--- src/rtl/alu_share_arb.sv ---
// Round-robin arbiter sharing one combinational ALU between the execute stage (req 0)
// and the address/aux unit (req 1). Build with ALU_SHARE_ARB_STATS_EN to add grant/conflict counters.
module alu_share_arb #(
  parameter int XLEN = 32
`ifdef ALU_SHARE_ARB_STATS_EN
  ,
  parameter int CNT_W = 16
`endif
) (
  input  logic            clk,
  input  logic            rst_n,
  input  logic [1:0]      req_valid,
  output logic [1:0]      req_ready,
  input  logic [4:0]      req0_exe_fun,
  input  logic [4:0]      req1_exe_fun,
  input  logic [XLEN-1:0] req0_pc,
  input  logic [XLEN-1:0] req1_pc,
  input  logic [XLEN-1:0] req0_op1,
  input  logic [XLEN-1:0] req1_op1,
  input  logic [XLEN-1:0] req0_op2,
  input  logic [XLEN-1:0] req1_op2,
  output logic [4:0]      alu_exe_fun,
  output logic [XLEN-1:0] alu_pc,
  output logic [XLEN-1:0] alu_op1,
  output logic [XLEN-1:0] alu_op2,
  input  logic [XLEN-1:0] alu_out,
  input  logic            alu_br_flg,
  input  logic            alu_jump,
  output logic [1:0]      rsp_valid,
  input  logic [1:0]      rsp_ready,
  output logic [XLEN-1:0] rsp0_out,
  output logic [XLEN-1:0] rsp1_out,
  output logic            rsp0_br_flg,
  output logic            rsp1_br_flg,
  output logic            rsp0_jump,
  output logic            rsp1_jump
`ifdef ALU_SHARE_ARB_STATS_EN
  ,
  output logic [CNT_W-1:0] grant_cnt0,
  output logic [CNT_W-1:0] grant_cnt1,
  output logic [CNT_W-1:0] conflict_cnt
`endif
);

  logic [1:0]      elig;
  logic [1:0]      grant;
  logic            rr_ptr;
  logic [XLEN-1:0] out_q [2];
  logic [1:0]      br_q;
  logic [1:0]      jump_q;

  // A slot may accept a new result only if empty or being drained this cycle.
  always_comb begin
    elig  = req_valid & (~rsp_valid | rsp_ready);
    grant = '0;
    if (rst_n) begin
      if (&elig) begin
        grant = rr_ptr ? 2'b10 : 2'b01;
      end else begin
        grant = elig;
      end
    end
  end

  assign req_ready = grant;

  always_comb begin
    alu_exe_fun = '0;
    alu_pc      = '0;
    alu_op1     = '0;
    alu_op2     = '0;
    if (grant[0]) begin
      alu_exe_fun = req0_exe_fun;
      alu_pc      = req0_pc;
      alu_op1     = req0_op1;
      alu_op2     = req0_op2;
    end else if (grant[1]) begin
      alu_exe_fun = req1_exe_fun;
      alu_pc      = req1_pc;
      alu_op1     = req1_op1;
      alu_op2     = req1_op2;
    end
  end

  always_ff @(posedge clk or negedge rst_n) begin
    if (!rst_n) begin
      rr_ptr    <= 1'b0;
      rsp_valid <= '0;
      br_q      <= '0;
      jump_q    <= '0;
      for (int unsigned i = 0; i < 2; i++) begin
        out_q[i] <= '0;
      end
    end else begin
      // Pointer moves to the requester that was not just served.
      if (|grant) begin
        rr_ptr <= grant[0];
      end
      for (int unsigned i = 0; i < 2; i++) begin
        if (grant[i]) begin
          rsp_valid[i] <= 1'b1;
          out_q[i]     <= alu_out;
          br_q[i]      <= alu_br_flg;
          jump_q[i]    <= alu_jump;
        end else if (rsp_ready[i]) begin
          rsp_valid[i] <= 1'b0;
        end
      end
    end
  end

  assign rsp0_out    = out_q[0];
  assign rsp1_out    = out_q[1];
  assign rsp0_br_flg = br_q[0];
  assign rsp1_br_flg = br_q[1];
  assign rsp0_jump   = jump_q[0];
  assign rsp1_jump   = jump_q[1];

`ifdef ALU_SHARE_ARB_STATS_EN
  logic conflict;

  assign conflict = (&req_valid) && !(&grant);

  // Counters saturate at all-ones rather than wrapping.
  always_ff @(posedge clk or negedge rst_n) begin
    if (!rst_n) begin
      grant_cnt0   <= '0;
      grant_cnt1   <= '0;
      conflict_cnt <= '0;
    end else begin
      if (grant[0] && !(&grant_cnt0)) begin
        grant_cnt0 <= grant_cnt0 + CNT_W'(1);
      end
      if (grant[1] && !(&grant_cnt1)) begin
        grant_cnt1 <= grant_cnt1 + CNT_W'(1);
      end
      if (conflict && !(&conflict_cnt)) begin
        conflict_cnt <= conflict_cnt + CNT_W'(1);
      end
    end
  end
`endif

endmodule
--- config.mk ---
export PLATFORM = sky130hd
export DESIGN_NAME = alu_share_arb
export DESIGN_NICKNAME = d
export VERILOG_FILES = /design/src/rtl/alu_share_arb.sv
export SDC_FILE = /design/constraint.sdc
export NUM_CORES = 1
export LEC_CHECK = 0
export CAP_MARGIN = 5
export CORE_AREA = 2 2 162 164
export CTS_CLUSTER_SIZE = 30
export DETAILED_ROUTE_END_ITERATION = 8
export DIE_AREA = 0 0 164 166
export MAX_ROUTING_LAYER = met4
export PLACE_DENSITY = 0.52
export REMOVE_ABC_BUFFERS = 1
export SETUP_SLACK_MARGIN = 0.15
export SLEW_MARGIN = 20
export SYNTH_ARGS = -nofsm -noshare
export SYNTH_HDL_FRONTEND = slang
export SYNTH_SLANG_ARGS = --single-unit
--- constraint.sdc ---
create_clock -name clk -period 4.1 [get_ports clk]
set_clock_uncertainty 0.1 [all_clocks]
set_input_delay 0.82 -clock clk [delete_from_list [all_inputs] [get_ports clk]]
set_output_delay 0.82 -clock clk [all_outputs]
set_load 0.01 [all_outputs]
# After elaboration in Yosys (flattened, before gate mapping)
# Cells that the tools add are included.
# Widths: inputs -> output; s select.
# word_totals
word_cells	31
ff_bits	71
input_bits	242
# op_classes
n_bitwise	3
muxes	15
n_reduce_logical	4
# op_table
op	n
$mux 32	6
$mux 5	2
$mux 2	3
$mux 1	4
$reduce_bool 2->1	2
$and 2x2->2	1
$not 2->2	1
$or 2x2->2	1
$reduce_and 2->1	1
$reduce_or 2->1	1

# Longest topological paths before layout
# logic_depth
depth_word	8
ltp_mapped	6
depth_no_buf	3

# Least setup slack after synthesis
# Ideal clock, no wire load.
# synth_path
path_kind	input to output
from	in rsp_ready[0]
to	out alu_exe_fun[0]
stages	6
arrival_ps	1958
slack_ps	1222
required_ps	3180
n_path_buf	3
cell_sequence	nand2b_1 -> buf_2 -> a211o_1 -> clkbuf_1 -> buf_2 -> o22ai_1
# synth_between
elab_chain_cells	7
# synth_lines
element	line_no	source
start: declaration	30	input logic [1:0] rsp_ready,
$or 2x2->2 (*)	54	elig = req_valid & (~rsp_valid | rsp_ready);
$and 2x2->2 (*)	54	
$reduce_and 2->1	57	if (&elig) begin
$mux 2 (*)	57	
$mux 2 (*)	56	if (rst_n) begin
$mux 5	77	end else if (grant[1]) begin
$mux 5 (*)	72	if (grant[0]) begin
end: declaration	22	output logic [4:0] alu_exe_fun,
# Every way passes the cells marked *; elsewhere a longest branch is shown, timed or not.

# Worst setup path in the final report
# layout_path
from	in rsp_ready[0]
to	out alu_op2[8]
# layout_between
elab_chain_cells	7
# layout_lines
element	line_no	source
$or 2x2->2 (*)	54	
$and 2x2->2 (*)	54	
$reduce_and 2->1	57	
$mux 2 (*)	57	
$mux 2 (*)	56	
$mux 32	77	
$mux 32 (*)	72	
end: declaration	25	output logic [XLEN-1:0] alu_op2,
# Marked as above.

==> run metrics <==
result of the run finished, final reports clean; total negative slack 0 ns; Final ANT Viol Nets 0; Clock Tree Root clkbuf_16; Compound-Gate Fraction of Synth Area 0.162; area of the die 27200 um^2; pre-CTS setup slack between 0.05 and 0.06 ns; syn avg cell area 8.41 um^2; area growth from synthesis to layout 113%; Post-Route WL approximately 24 mm; Synth top area share 0.413; f_max ~0.25 GHz; Hold Violations, Final 0; grt ovf 0; dpl cells 1223; core area between 20000 and 30000 um^2; Yosys reg bits 71; max_slew headroom 0.647; slowest cell on the critical path clkdlybuf4s50_1; largest family of logic cells by synthesized area simple AND/OR/NAND/NOR gates; class of the most critical setup path input pin to primary output; NumNets Final ~1100; total clock sinks around 70; synthesis warning total 0; largest buffer count on any clock path 2; io pins between 400 and 500; vias per cell about 4.3; Critical Path RT about 3.2 ns; peak supply drop 0.000355 V; pwr dens about 350 nW/um^2; multi-input logic area approximately 2300 um^2; GP Congestion around 0.85; vias between 5000 and 6000; worst stage delay on the critical path between 0.5 and 0.6 ns; vias in the first global route approximately 5500; simple-gate area share of the yosys netlist 0.187; Die Span Y between 150 and 200 um; CTS tree yes; Max FO, Critical Path 50; measured slew at the worst slew-check pin approximately 0.53 ns; crit-path leading delay family buffers and inverters; cell taking the most area after synthesis dfrtp_1; htree depth 3; Min Clock Period, post-route 3.93 ns; largest net degree at the start of global routing just over 100; Synth Instances about 510; Setup WS post-layout approximately 0.17 ns; HP Class input pin to asynchronous set/reset pin; mapped cell area approximately 4300 um^2; total CTS buffers 9; GRT Resource Usage Total 0.169; initial antenna violation count 3; Fin Hold WS around 0.31 ns; register area share after synthesis 0.413; Initial DRT Pass Iterations 4; global-route wire length before repair about 34 mm; Synth Area in Adders 0; max_cap viols 0; DRC errors left 0; WP data arrival roughly 3 ns; Worst-path clk slew ~0.060 ns; Initial DRC Count 260; DP HPWL 18.0 mm; xor-xnor portion of the synthesized cell area 0; Tcrit/Tclk final 0.957; Static Leak 3.59 nW; Routed WL per cell just under 20 um; Bufs and invs on worst path 5; Post-Layout Cell Count 1246; mux share of post-synthesis cell area 0.178; setup violators final 0; critical path capture point type primary output; crit-path cells clkdlybuf4s50_1 -> nand2b_2 -> buf_4 -> o211ai_1 -> buf_4 -> buf_6 -> o22ai_1 -> clkdlybuf4s50_1; I/O Buffers ~410; register area between 1500 and 2000 um^2; Pins Over Slew Limit 0; clock latency on the worst-skew pair 0.33 ns; Area contributors post-synth dfrtp_1 (41%), nand2_1 (18%), o22ai_1 (15%); layout cells sized above 1 0.0968; RSZ-0062 raised after global routing true; Core Rows 59; die span in x about 160 um; CP startpoint kind input pin; # fillers roughly 2700; synth unique cells 18; Initial Util 0.168
[sequential cells by signal, summed over array words and instances, names as in the netlist]
| name | flops |
|---|---|
| rsp0_out | 32 |
| jump_q | 2 |
| br_q | 2 |
| rsp_valid | 2 |
| rsp1_out | 32 |
| rr_ptr | 1 |
[worst register-to-register path, delay by kind of cell, from the launching register on]
| family | cells | cell delay (ns) |
|---|---|---|
| multiplexers | 1 | 0.41 |
| buffers and inverters | 2 | 0.72 |
| AND/OR/NAND/NOR | 1 | 0.12 |
| AO/OA/AOI/OAI | 1 | 0.29 |
| flip-flops | 1 | 0.35 |
[logic make-up after synthesis]
kind of cell / count (synthesis)
AO/OA/AOI/OAI: 107
buffers and inverters: 55
flip-flops: 71
multiplexers: 68
AND/OR/NAND/NOR: 211
[report_power, final]
part | total (mW) | switching, mW | leakage, nW | internal, mW
clock network | 0.682 | 0.281 | 0.122 | 0.401
registers | 0.995 | 0.0981 | 0.836 | 0.897
logic | 1.55 | 0.632 | 2.63 | 0.919
[area by class of cell]
cell class	count	share of cell area
clock inverters	2	0.00109
inverters	2	0.000818
repair buffers	435	0.478
well taps	335	0.0457
flip-flops and latches	71	0.194
clock buffers	12	0.0258
multi-input cells	387	0.255
diodes	2	0.000545
[path summary, 6_finish.rpt]
| kind | start | to | slack (ns) | cells past startpoint |
|---|---|---|---|---|
| setup reg to reg | rsp_valid[0] | br_q[1] | 2.00 | 5 |
| max in group asynchronous | rst_n | rsp1_out[23] | 2.75 | 2 |
| min in group clk | rsp1_out[7] | rsp1_out[7] | 0.38 | 1 |
| hold reg to reg | rsp1_out[7] | rsp1_out[7] | 0.38 | 1 |
| setup / recovery | rsp_ready[0] | alu_op2[8] | 0.17 | 8 |
| hold / removal | rst_n | rsp_valid[1] | 0.31 | 1 |
[cell usage in the layout (no fill, tap or decap)]
cell type        Yosys  final
clkdlybuf4s50_1      0    412
nand2_1            206    206
o22ai_1            101     94
dfrtp_1             71     71
mux2_2              40     40
mux2_1              28     28
buf_4                0     14
clkbuf_16            0     10
o22ai_2              0      7
buf_12               0      4
clkbuf_1            26      3
diode_2              0      2
nor2b_2              0      2
inv_1                2      2
o21ai_0              2      2
clkinv_2             0      2
buf_6                3      2
nand2b_2             0      1
and2_1               1      1
o211ai_4             1      1
a211o_4              0      1
o211ai_1             1      1
a211oi_4             1      1
or2_2                1      1
a211o_2              0      1
clkbuf_8             0      1
dlymetal6s2s_1       0      1
[cells in the mapped netlist]
cell type,instances
nand2_1,206
o22ai_1,101
dfrtp_1,71
mux2_2,40
mux2_1,28
clkbuf_1,26
buf_2,24
buf_6,3
inv_1,2
nor2b_1,2
o21ai_0,2
a211o_1,1
a211oi_4,1
and2_1,1
nand2b_1,1
o211ai_1,1
o211ai_4,1
or2_2,1
[through the flow]
step                      area, um^2  utilization  power [mW]
after floorplan                 4050            -        1.51
after global placement          8800        0.344        2.52
after detailed placement        8800        0.344        2.52
after CTS                       9130        0.356        3.26
after global routing            9180        0.358        3.42
final                           9180        0.358        3.23
[layer usage]
metal | up-vias | part of all wire | track usage | routed length, um
met4 | 0 | 0.013 | 0.0374 | 320
met3 | 16 | 0.082 | 0.0465 | 1980
met5 | - | 0 | - | 0
met1 | 2509 | 0.40 | 0.194 | 9670
li1 | 2564 | - | - | -
met2 | 254 | 0.50 | 0.292 | 12100
[repair_timing]
action | CTS | global route
buffers inserted | 3 | 1
endpoints found under the setup margin | 9 | 46
pin swaps | 1 | 1
resized for setup | 9 | 4
cloned | 1 | 2
hold buffers | 0 | 0
No activity file was read; power rests on OpenSTA's default activity.
